$ cat src/rtl/dmem_bus_arbiter.sv
// dmem_bus_arbiter: shares the single-port data memory between the CPU M stage
// (port C) and a DMA/debug loader (port D). C has fixed priority, and a
// starvation counter forces D ahead once it has been denied STARVE_LIMIT
// cycles in a row. Read data returns one cycle after grant, tagged to the
// port that won. Out-of-range reads return BADREAD; out-of-range writes are
// dropped.
// Optional feature: define DMEM_ARB_STATS_EN to add per-port grant counters
// (c_cnt, d_cnt) and the longest observed D wait (max_wait).
module dmem_bus_arbiter #(
    parameter int                 DBITS        = 32,
    parameter int                 DMEMADDRBITS = 16,
    parameter int                 DMEMWORDBITS = 2,
    parameter int                 STARVE_LIMIT = 4,
    parameter logic [DBITS-1:0]   BADREAD      = 32'hDEADDEAD
) (
    input  logic                                 clk,
    input  logic                                 reset,
    input  logic                                 c_req,
    input  logic                                 c_we,
    input  logic [DBITS-1:0]                     c_addr,
    input  logic [DBITS-1:0]                     c_wdata,
    output logic                                 c_gnt,
    output logic                                 c_rvalid,
    output logic [DBITS-1:0]                     c_rdata,
    input  logic                                 d_req,
    input  logic                                 d_we,
    input  logic [DBITS-1:0]                     d_addr,
    input  logic [DBITS-1:0]                     d_wdata,
    output logic                                 d_gnt,
    output logic                                 d_rvalid,
    output logic [DBITS-1:0]                     d_rdata,
    output logic                                 mem_en,
    output logic                                 mem_we,
    output logic [DMEMADDRBITS-DMEMWORDBITS-1:0] mem_widx,
    output logic [DBITS-1:0]                     mem_wdata,
    input  logic [DBITS-1:0]                     mem_rdata,
    output logic                                 cpu_stall
`ifdef DMEM_ARB_STATS_EN
    ,
    output logic [31:0]                          c_cnt,
    output logic [31:0]                          d_cnt,
    output logic [7:0]                           max_wait
`endif
);

    // Counter just wide enough to hold STARVE_LIMIT (at least one bit).
    localparam int SW = (STARVE_LIMIT < 1) ? 1 : $clog2(STARVE_LIMIT + 1);
    localparam logic [SW-1:0] LIMIT = SW'(STARVE_LIMIT);

    logic [SW-1:0]    starve_cnt_reg;
    logic             rpend_reg;
    logic             rsel_reg;     // 0 = C, 1 = D
    logic             rbad_reg;

    logic             d_force;
    logic             any_gnt;
    logic             sel_we;
    logic [DBITS-1:0] sel_addr;
    logic             in_range;
    logic [DBITS-1:0] rdata_ret;
    logic             unused_bits;

    // Arbitration, winner mux and address decode; everything is gated off in reset.
    always_comb begin
        d_force   = d_req && (starve_cnt_reg >= LIMIT);
        d_gnt     = 1'b0;
        c_gnt     = 1'b0;
        cpu_stall = 1'b0;
        if (!reset) begin
            d_gnt     = d_req && (!c_req || d_force);
            c_gnt     = c_req && !d_gnt;
            cpu_stall = c_req && !c_gnt;
        end
        any_gnt   = c_gnt || d_gnt;
        sel_we    = d_gnt ? d_we    : c_we;
        sel_addr  = d_gnt ? d_addr  : c_addr;
        mem_wdata = d_gnt ? d_wdata : c_wdata;
        in_range  = (sel_addr[DBITS-1:DMEMADDRBITS] == '0);
        mem_en    = any_gnt && in_range;
        mem_we    = mem_en && sel_we;
        mem_widx  = sel_addr[DMEMADDRBITS-1:DMEMWORDBITS];
    end

    // Byte-offset bits are ignored: the memory is word addressed.
    assign unused_bits = ^sel_addr[DMEMWORDBITS-1:0];

    // Starvation counter: counts consecutive denied D cycles, saturating at the limit.
    always_ff @(posedge clk or posedge reset) begin
        if (reset) begin
            starve_cnt_reg <= '0;
        end else if (!d_req || d_gnt) begin
            starve_cnt_reg <= '0;
        end else if (starve_cnt_reg < LIMIT) begin
            starve_cnt_reg <= starve_cnt_reg + 1'b1;
        end
    end

    // Read tracking: remember which port owns the data arriving next cycle.
    always_ff @(posedge clk or posedge reset) begin
        if (reset) begin
            rpend_reg <= 1'b0;
            rsel_reg  <= 1'b0;
            rbad_reg  <= 1'b0;
        end else begin
            rpend_reg <= any_gnt && !sel_we;
            rsel_reg  <= d_gnt;
            rbad_reg  <= !in_range;
        end
    end

    assign rdata_ret = rbad_reg ? BADREAD : mem_rdata;

    // Per-port return channel: index 0 is C, index 1 is D.
    logic [1:0]       rvalid_vec;
    logic [DBITS-1:0] rdata_vec [2];

    genvar gi;
    generate
        for (gi = 0; gi < 2; gi++) begin : g_ret
            logic [DBITS-1:0] hold_reg;

            assign rvalid_vec[gi] = rpend_reg && (rsel_reg == 1'(gi));
            assign rdata_vec[gi]  = rvalid_vec[gi] ? rdata_ret : hold_reg;

            // Keep the last delivered word so rdata is stable between returns.
            always_ff @(posedge clk or posedge reset) begin
                if (reset) begin
                    hold_reg <= '0;
                end else if (rvalid_vec[gi]) begin
                    hold_reg <= rdata_ret;
                end
            end
        end
    endgenerate

    assign c_rvalid = rvalid_vec[0];
    assign d_rvalid = rvalid_vec[1];
    assign c_rdata  = rdata_vec[0];
    assign d_rdata  = rdata_vec[1];

`ifdef DMEM_ARB_STATS_EN
    logic [31:0] c_cnt_reg;
    logic [31:0] d_cnt_reg;
    logic [7:0]  wait_cnt_reg;
    logic [7:0]  max_wait_reg;

    // Grant counters wrap; D wait length saturates and is folded into the max at each D grant.
    always_ff @(posedge clk or posedge reset) begin
        if (reset) begin
            c_cnt_reg    <= '0;
            d_cnt_reg    <= '0;
            wait_cnt_reg <= '0;
            max_wait_reg <= '0;
        end else begin
            if (c_gnt) begin
                c_cnt_reg <= c_cnt_reg + 32'd1;
            end
            if (d_gnt) begin
                d_cnt_reg <= d_cnt_reg + 32'd1;
                if (wait_cnt_reg > max_wait_reg) begin
                    max_wait_reg <= wait_cnt_reg;
                end
            end
            if (!d_req || d_gnt) begin
                wait_cnt_reg <= '0;
            end else if (wait_cnt_reg != 8'hFF) begin
                wait_cnt_reg <= wait_cnt_reg + 8'd1;
            end
        end
    end

    assign c_cnt    = c_cnt_reg;
    assign d_cnt    = d_cnt_reg;
    assign max_wait = max_wait_reg;
`else
    // Statistics disabled: no counters are built.
`endif

endmodule

$ cat config.mk
export PLATFORM = sky130hd
export DESIGN_NAME = dmem_bus_arbiter
export DESIGN_NICKNAME = d
export VERILOG_FILES = /design/src/rtl/dmem_bus_arbiter.sv
export SDC_FILE = /design/constraint.sdc
export NUM_CORES = 1
export LEC_CHECK = 0
export CAP_MARGIN = 20
export CORE_UTILIZATION = 29
export CTS_BUF_LIST = sky130_fd_sc_hd__clkbuf_4 sky130_fd_sc_hd__clkbuf_8 sky130_fd_sc_hd__clkbuf_16
export CTS_CLUSTER_DIAMETER = 100
export DETAILED_ROUTE_END_ITERATION = 16
export GPL_TIMING_DRIVEN = 0
export HOLD_SLACK_MARGIN = 0.03
export PLACE_DENSITY = 0.73
export SLEW_MARGIN = 20
export SYNTH_ARGS = -nofsm -noshare
export SYNTH_HDL_FRONTEND = slang
export SYNTH_SLANG_ARGS = --single-unit
export TNS_END_PERCENT = 20
$ cat constraint.sdc
create_clock -name clk -period 2.9 [get_ports clk]
set_input_delay 0.58 -clock clk [delete_from_list [all_inputs] [get_ports clk]]
set_output_delay 0.58 -clock clk [all_outputs]
set_load 0.01 [all_outputs]
==> results of run 1 <==
worst paths after layout:
| kind | depth (start not counted) | startpoint | to | slack, ps |
|---|---|---|---|---|
| setup / recovery | 6 | c_req | mem_wdata[31] | 8 |
| max in group asynchronous | 4 | reset | g_ret[0].hold_reg[23]$_DFF_PP0_ | 1800 |
| hold / removal | 2 | reset | g_ret[1].hold_reg[6]$_DFF_PP0_ | 430 |
| min in group clk | 2 | g_ret[1].hold_reg[13]$_DFF_PP0_ | g_ret[1].hold_reg[13]$_DFF_PP0_ | 490 |
| setup reg to reg | 4 | rpend_reg$_DFF_PP0_ | g_ret[0].hold_reg[4]$_DFF_PP0_ | 1380 |
| hold reg to reg | 2 | g_ret[1].hold_reg[13]$_DFF_PP0_ | g_ret[1].hold_reg[13]$_DFF_PP0_ | 490 |
per-stage QoR:
step                      setup WS (ps)  std cells  setup TNS, ps  hold slack (ps)  instance area, um^2
after floorplan                     353        336              0              556                 3310
after global placement            -1200        754         -15700              475                 6270
after detailed placement           -443        756         -15180              480                 6310
after CTS                          -112        773           -112              434                 6640
after global routing              -81.5        773          -1410              458                 6650
final                              8.43        773              0              435                 6650
layout by cell type, fill, tap and decap left out, drive strengths merged:
master / Yosys / final
a211o: 1 / 1
a21oi: 1 / 1
and3: 3 / 3
buf: 9 / 13
bufinv: 0 / 1
clkbuf: 13 / 25
clkdlybuf4s50: 0 / 229
clkinv: 0 / 1
clkinvlp: 0 / 2
dfrtp: 70 / 70
dlygate4sd2: 0 / 47
ha: 1 / 1
inv: 4 / 5
mux2: 47 / 47
mux2i: 1 / 1
nand2: 70 / 70
nand2b: 13 / 13
nand3: 1 / 1
nand4: 1 / 1
nor2: 22 / 22
nor2b: 2 / 2
nor4: 6 / 6
o211a: 1 / 1
o21ai: 64 / 64
o22a: 1 / 1
o32ai: 2 / 2
or4: 2 / 2
xnor2: 1 / 1
timing repair:
item | in CTS | in global routing
resized for setup | 80 | 12
pin swaps | 1 | 2
setup buffers | 1 | 0
endpoints found under the setup margin | 110 | 64
cells by family after synthesis:
group,after synthesis,share of synthesized area (%)
AND/OR/NAND/NOR,120,15.8
AO/OA/AOI/OAI,70,11.2
flip-flops,70,52.9
multiplexers,48,16.3
buffers and inverters,26,3.14
XOR/XNOR,1,0.265
adder cells (fa/ha/maj),1,0.378
cell type report:
| class | count | area [um^2] |
|---|---|---|
| Clock buffer | 11 | 253 |
| Clock inverter | 5 | 63.8 |
| Multi-Input combinational cell | 240 | 1480 |
| Buffer | 22 | 146 |
| Inverter | 4 | 18.8 |
| Tap cell | 140 | 175 |
| Timing Repair Buffer | 281 | 2760 |
| Fill cell | 987 | 4330 |
| Sequential cell | 70 | 1750 |
power groups by stage:
stage / combinational [mW] / sequential (mW) / clock (mW)
floorplan: 0.408 / 1.22 / 0
global placement: 1.17 / 1.23 / 0
detailed placement: 1.19 / 1.24 / 0
CTS: 1.18 / 1.22 / 1.16
global route: 1.26 / 1.24 / 1.21
finish: 1.17 / 1.22 / 1.14
cells in the mapped netlist (2+ instances only):
master / number
nand2b_1: 13
and3_1: 3
nor2_1: 22
o32ai_1: 2
nand2_1: 70
mux2_2: 47
nor2b_1: 2
dfrtp_1: 70
buf_1: 4
inv_1: 4
nor4_1: 6
o21ai_0: 64
or4_1: 2
buf_2: 5
clkbuf_1: 13
routing by layer:
metal  part of all wire, %  global-route usage (%)  vias up
met3                   7.4                    7.29       12
met2                    54                    45.8      162
met5                 0.090                       0        -
met1                    38                    28.1     1737
met4                   1.1                    5.41        2
li1                      -                       -     1736
critical path, cell delays in order:
cell	delay (ps)
clkdlybuf4s50_1	500
nand2b_1	130
nand2_4	160
buf_4	130
mux2_2	310
clkdlybuf4s50_1	490
==> impl_metrics.toml, run 1 <==
[clock_network]
htreeDepth = 3
worstSkewPairLatency_ps = 330
clock_sinks = 70
cts_tree = "yes"
postCtsHoldBufs = 0
clk_path_buf_depth = 2
ctsRootBufferMaster = "clkbuf_16"
numCtsBuffers = 9
path_clk_slew_ps = 60

[power_and_ir_drop]
powerDensity_nw_per_um2 = 530
vdd_drop_max_mv = 0.322
intPower_mw = 2.56
switching_share_pct = 27.3
power_switching_mw = 0.961
p_leak_nw = 2.90
pwr-share-seq_pct = 34.6
combPwrFrac_pct = 33.2
power_frac_clock_pct = 32.2
total_power_mw = 3.52

[sta]
worstMarginPinSlew_ps = 617
max_freq_mhz = 346
skew_ps = 6.03
setup_viol = 0
grt_setup_unrepaired = "yes"
finalHoldViolCount = 0
slew_violations = 0
timing.final.crit_share_pct = 99.7
slew_headroom_pct = 58.5
period_minus_slack_ps = 2890

[cells_and_area]
largest_reg_flops = 64
area_delta_synth_final_pct = 101
drive_gt1_share_pct = 14.4
final_util_pct = 60.6
fin_nets = 795
num_antenna_cells = 0

[floorplanning]
row_count = 38
ioPinCount = 283
die_x_um = 109
die_h_um = 109
start_util_pct = 30.1
core-area_um2 = 11000
dieArea_um2 = 11800

[flow_run]
cap_violations = 0

[synth]
yosys_warnings = 0
synthCells = 336
ys_seq_area_share_pct = 52.9
synth_ff_type = "dfrtp_1"
yosys_register_bits = 70
yosysTopAreaCell = "dfrtp_1"
synth_nets = 503
synth-edff-count = 0
async_flop_share_pct = 100
netlist.area_leader.share_pct = 52.9
ys_types = 24
syn_area_per_cell_um2 = 9.85
netlist_area_um2 = 3310
yosys-top-cells-area = "dfrtp_1 (53%), mux2_2 (16%), o21ai_0 (9.7%)"

[min_path]
hold_path_class = "in2async"

[critical_path]
start_kind = "primary input"
crit_arrival_ps = 2310
endpoint_kind = "output pin"
required_ps = 2320
critical_path_class = "in2out"
crit_fanout = 6

[global_routing]
antenna_found_initial = 1
grt_pass1_vias = 3824
grtUsageTotal_pct = 24.8
grt_first_pass_wirelength_um = 21300
grt_max_degree = 32
gr-total-overflow = 0

[drt]
first_pass_iters = 4
wire_per_inst_um = 18.7
routed_wl_um = 14400
vias = 3649
ant_nets = 0
via_per_inst = 4.72
drtIter0Drc = 181
drcViolationCount = 0

[placement]
portBuffers = 278
post-dp-hpwl_um = 11900
place.gp.congestion = 0.856

[outcome]
status = "completed"
Power figures use the tool's default switching activity.
==> inputs of run 2 (changes only) <==
Settings changed: CORE_ASPECT_RATIO set to 0.7.
==> run 2 against run 1 <==
  * The run now ends with setup timing left
  * Combinational power hardly changed
  * Worst setup slack worse by 22 ps
  * Cell area is 1.4% higher
  * Clock-buffer cell count is 1 lower
  * Non-clock buffer count is 1 higher
  * Register-to-register slack worse by 90 ps
  * Sequential cell count stayed put
  * Worst hold slack worse by 21 ps
  * Clock power is 4% higher
  * Critical endpoint is now mem_widx[5]
  * Largest power group unchanged
==> impl_metrics.toml, run 2 (same netlist as run 1, synthesis figures left out) <==
[outcome]
status = "finished, violations left"
failed_checks = "setup timing"

[power_and_ir_drop]
total_power_mw = 3.60
powerDensity_nw_per_um2 = 533
vdd_drop_max_mv = 0.321
p_leak_nw = 3.00

[drt]
routed_wl_um = 14900
wire_per_inst_um = 18.9
via_per_inst = 4.65
first_pass_iters = 4
drtIter0Drc = 135
vias = 3670
drcViolationCount = 0
ant_nets = 0

[sta]
finalHoldViolCount = 0
holdWs_ps = 414
fin_ws_ps = -13.3
setup_viol = 4
slew_headroom_pct = 65.2
period_minus_slack_ps = 2910
slew_violations = 0
worstMarginPinSlew_ps = 522
max_freq_mhz = 343
skew_ps = 5.86
timing.final.crit_share_pct = 100
grt_setup_unrepaired = "yes"

[global_routing]
grt-busiest-layer = "met2"
grt_first_pass_wirelength_um = 21700
grtUsageTotal_pct = 25.7
antenna_found_initial = 2
grt_use_met3_pct = 8.96
globalRouteMet2Util_pct = 37.5
grt_pass1_vias = 3701
gr-total-overflow = 0
grt_max_degree = 35
gr-usage-met1_pct = 36.2

[critical_path]
worst_r2r_path_depth = 5
required_ps = 2320
critical_path_class = "in2out"
crit_arrival_ps = 2330
r2r_slack_ps = 1290
endpoint_kind = "output pin"
r2r_start = "starve_cnt_reg[2]$_DFFE_PP0P_"
r2r-end = "rbad_reg$_DFF_PP0_"
crit_fanout = 10
start_kind = "primary input"

[clock_network]
numCtsBuffers = 9
cts_tree = "yes"
clock_sinks = 70
postCtsHoldBufs = 0
htreeDepth = 3
clk_path_buf_depth = 2
worstSkewPairLatency_ps = 330
ctsRootBufferMaster = "clkbuf_16"
path_clk_slew_ps = 50

[flow_run]
cap_violations = 0

[placement]
place.gp.congestion = 0.864
place_ws_ps = -449
dp_cells = 769
post-dp-hpwl_um = 12300
portBuffers = 278

[cells_and_area]
final_common_cell = "clkdlybuf4s50_1"
instances_no_fill = 790
drive_gt1_share_pct = 14.7
final_util_pct = 61.1
largest_reg_flops = 64
layout_common_cells = "clkdlybuf4s50_1 (233), dfrtp_1 (70), nand2_1 (69)"
fin_nets = 796
area_delta_synth_final_pct = 104

[floorplanning]
start_util_pct = 29.9
core-area_um2 = 11100
dieArea_um2 = 11800
die_h_um = 91.4
ioPinCount = 283
row_count = 32
die_x_um = 130

[min_path]
hold_path_class = "in2async"
-- run 2: changes by cell type in the layout (fill, tap and decap cells not counted), moves of 2 or more --
cell	before	now
o21ai_1	0	2
o21ai_0	64	62
dlygate4sd2_1	47	31
clkbuf_1	5	3
clkdlybuf4s50_1	229	233
buf_4	1	3
dlymetal6s2s_1	0	12
diode_2	0	3
-- run 2: stage by stage --
step                TNS [ps]  cell area, um^2
finish                 -30.3             6750
global route            -285             6740
CTS                   -0.340             6680
detailed placement    -16520             6330
global placement      -17040             6290
floorplan                  0             3310
-- run 2: routing by layer --
metal,vias up,part of all wire (%)
met3,15,9.3
met5,-,0.15
met1,1743,45
met4,4,0.90
met2,163,44
li1,1745,-
-- run 2: area by class of cell --
type,count,area (um^2)
Inverter,4,18.8
Timing Repair Buffer,282,2820
Clock buffer,10,239
Sequential cell,70,1750
Multi-Input combinational cell,240,1480
Clock inverter,6,92.6
Antenna cell,3,7.51
Tap cell,153,191
Buffer,22,144
Fill cell,957,4300
-- run 2: critical path: stages --
cell	delay [ps]
clkdlybuf4s50_1	490
nand2b_1	110
nand2_4	160
buf_6	170
mux2_2	340
clkdlybuf4s50_1	480
-- run 2: worst max-delay path by stage --
stage | from | endpoint | depth (start not counted)
after floorplan | reset | mem_en | 3
after global placement | reset | mem_en | 5
after detailed placement | d_req | mem_wdata[12] | 6
after CTS | c_req | mem_wdata[21] | 6
after global routing | c_req | mem_widx[5] | 6
final | c_req | mem_widx[5] | 6
-- run 2: repair_timing --
item	4_1_cts	5_1_grt
setup buffers	1	1
setup endpoints to repair	112	71
resized for setup	63	30
pin swaps	1	4
-- run 2: power by group --
group	total [mW]	switching (mW)	internal (mW)	leakage [nW]
registers	1.22	0.0521	1.17	0.835
clock network	1.19	0.412	0.781	0.156
logic	1.19	0.501	0.685	2.01
total	3.60	0.964	2.63	3.00
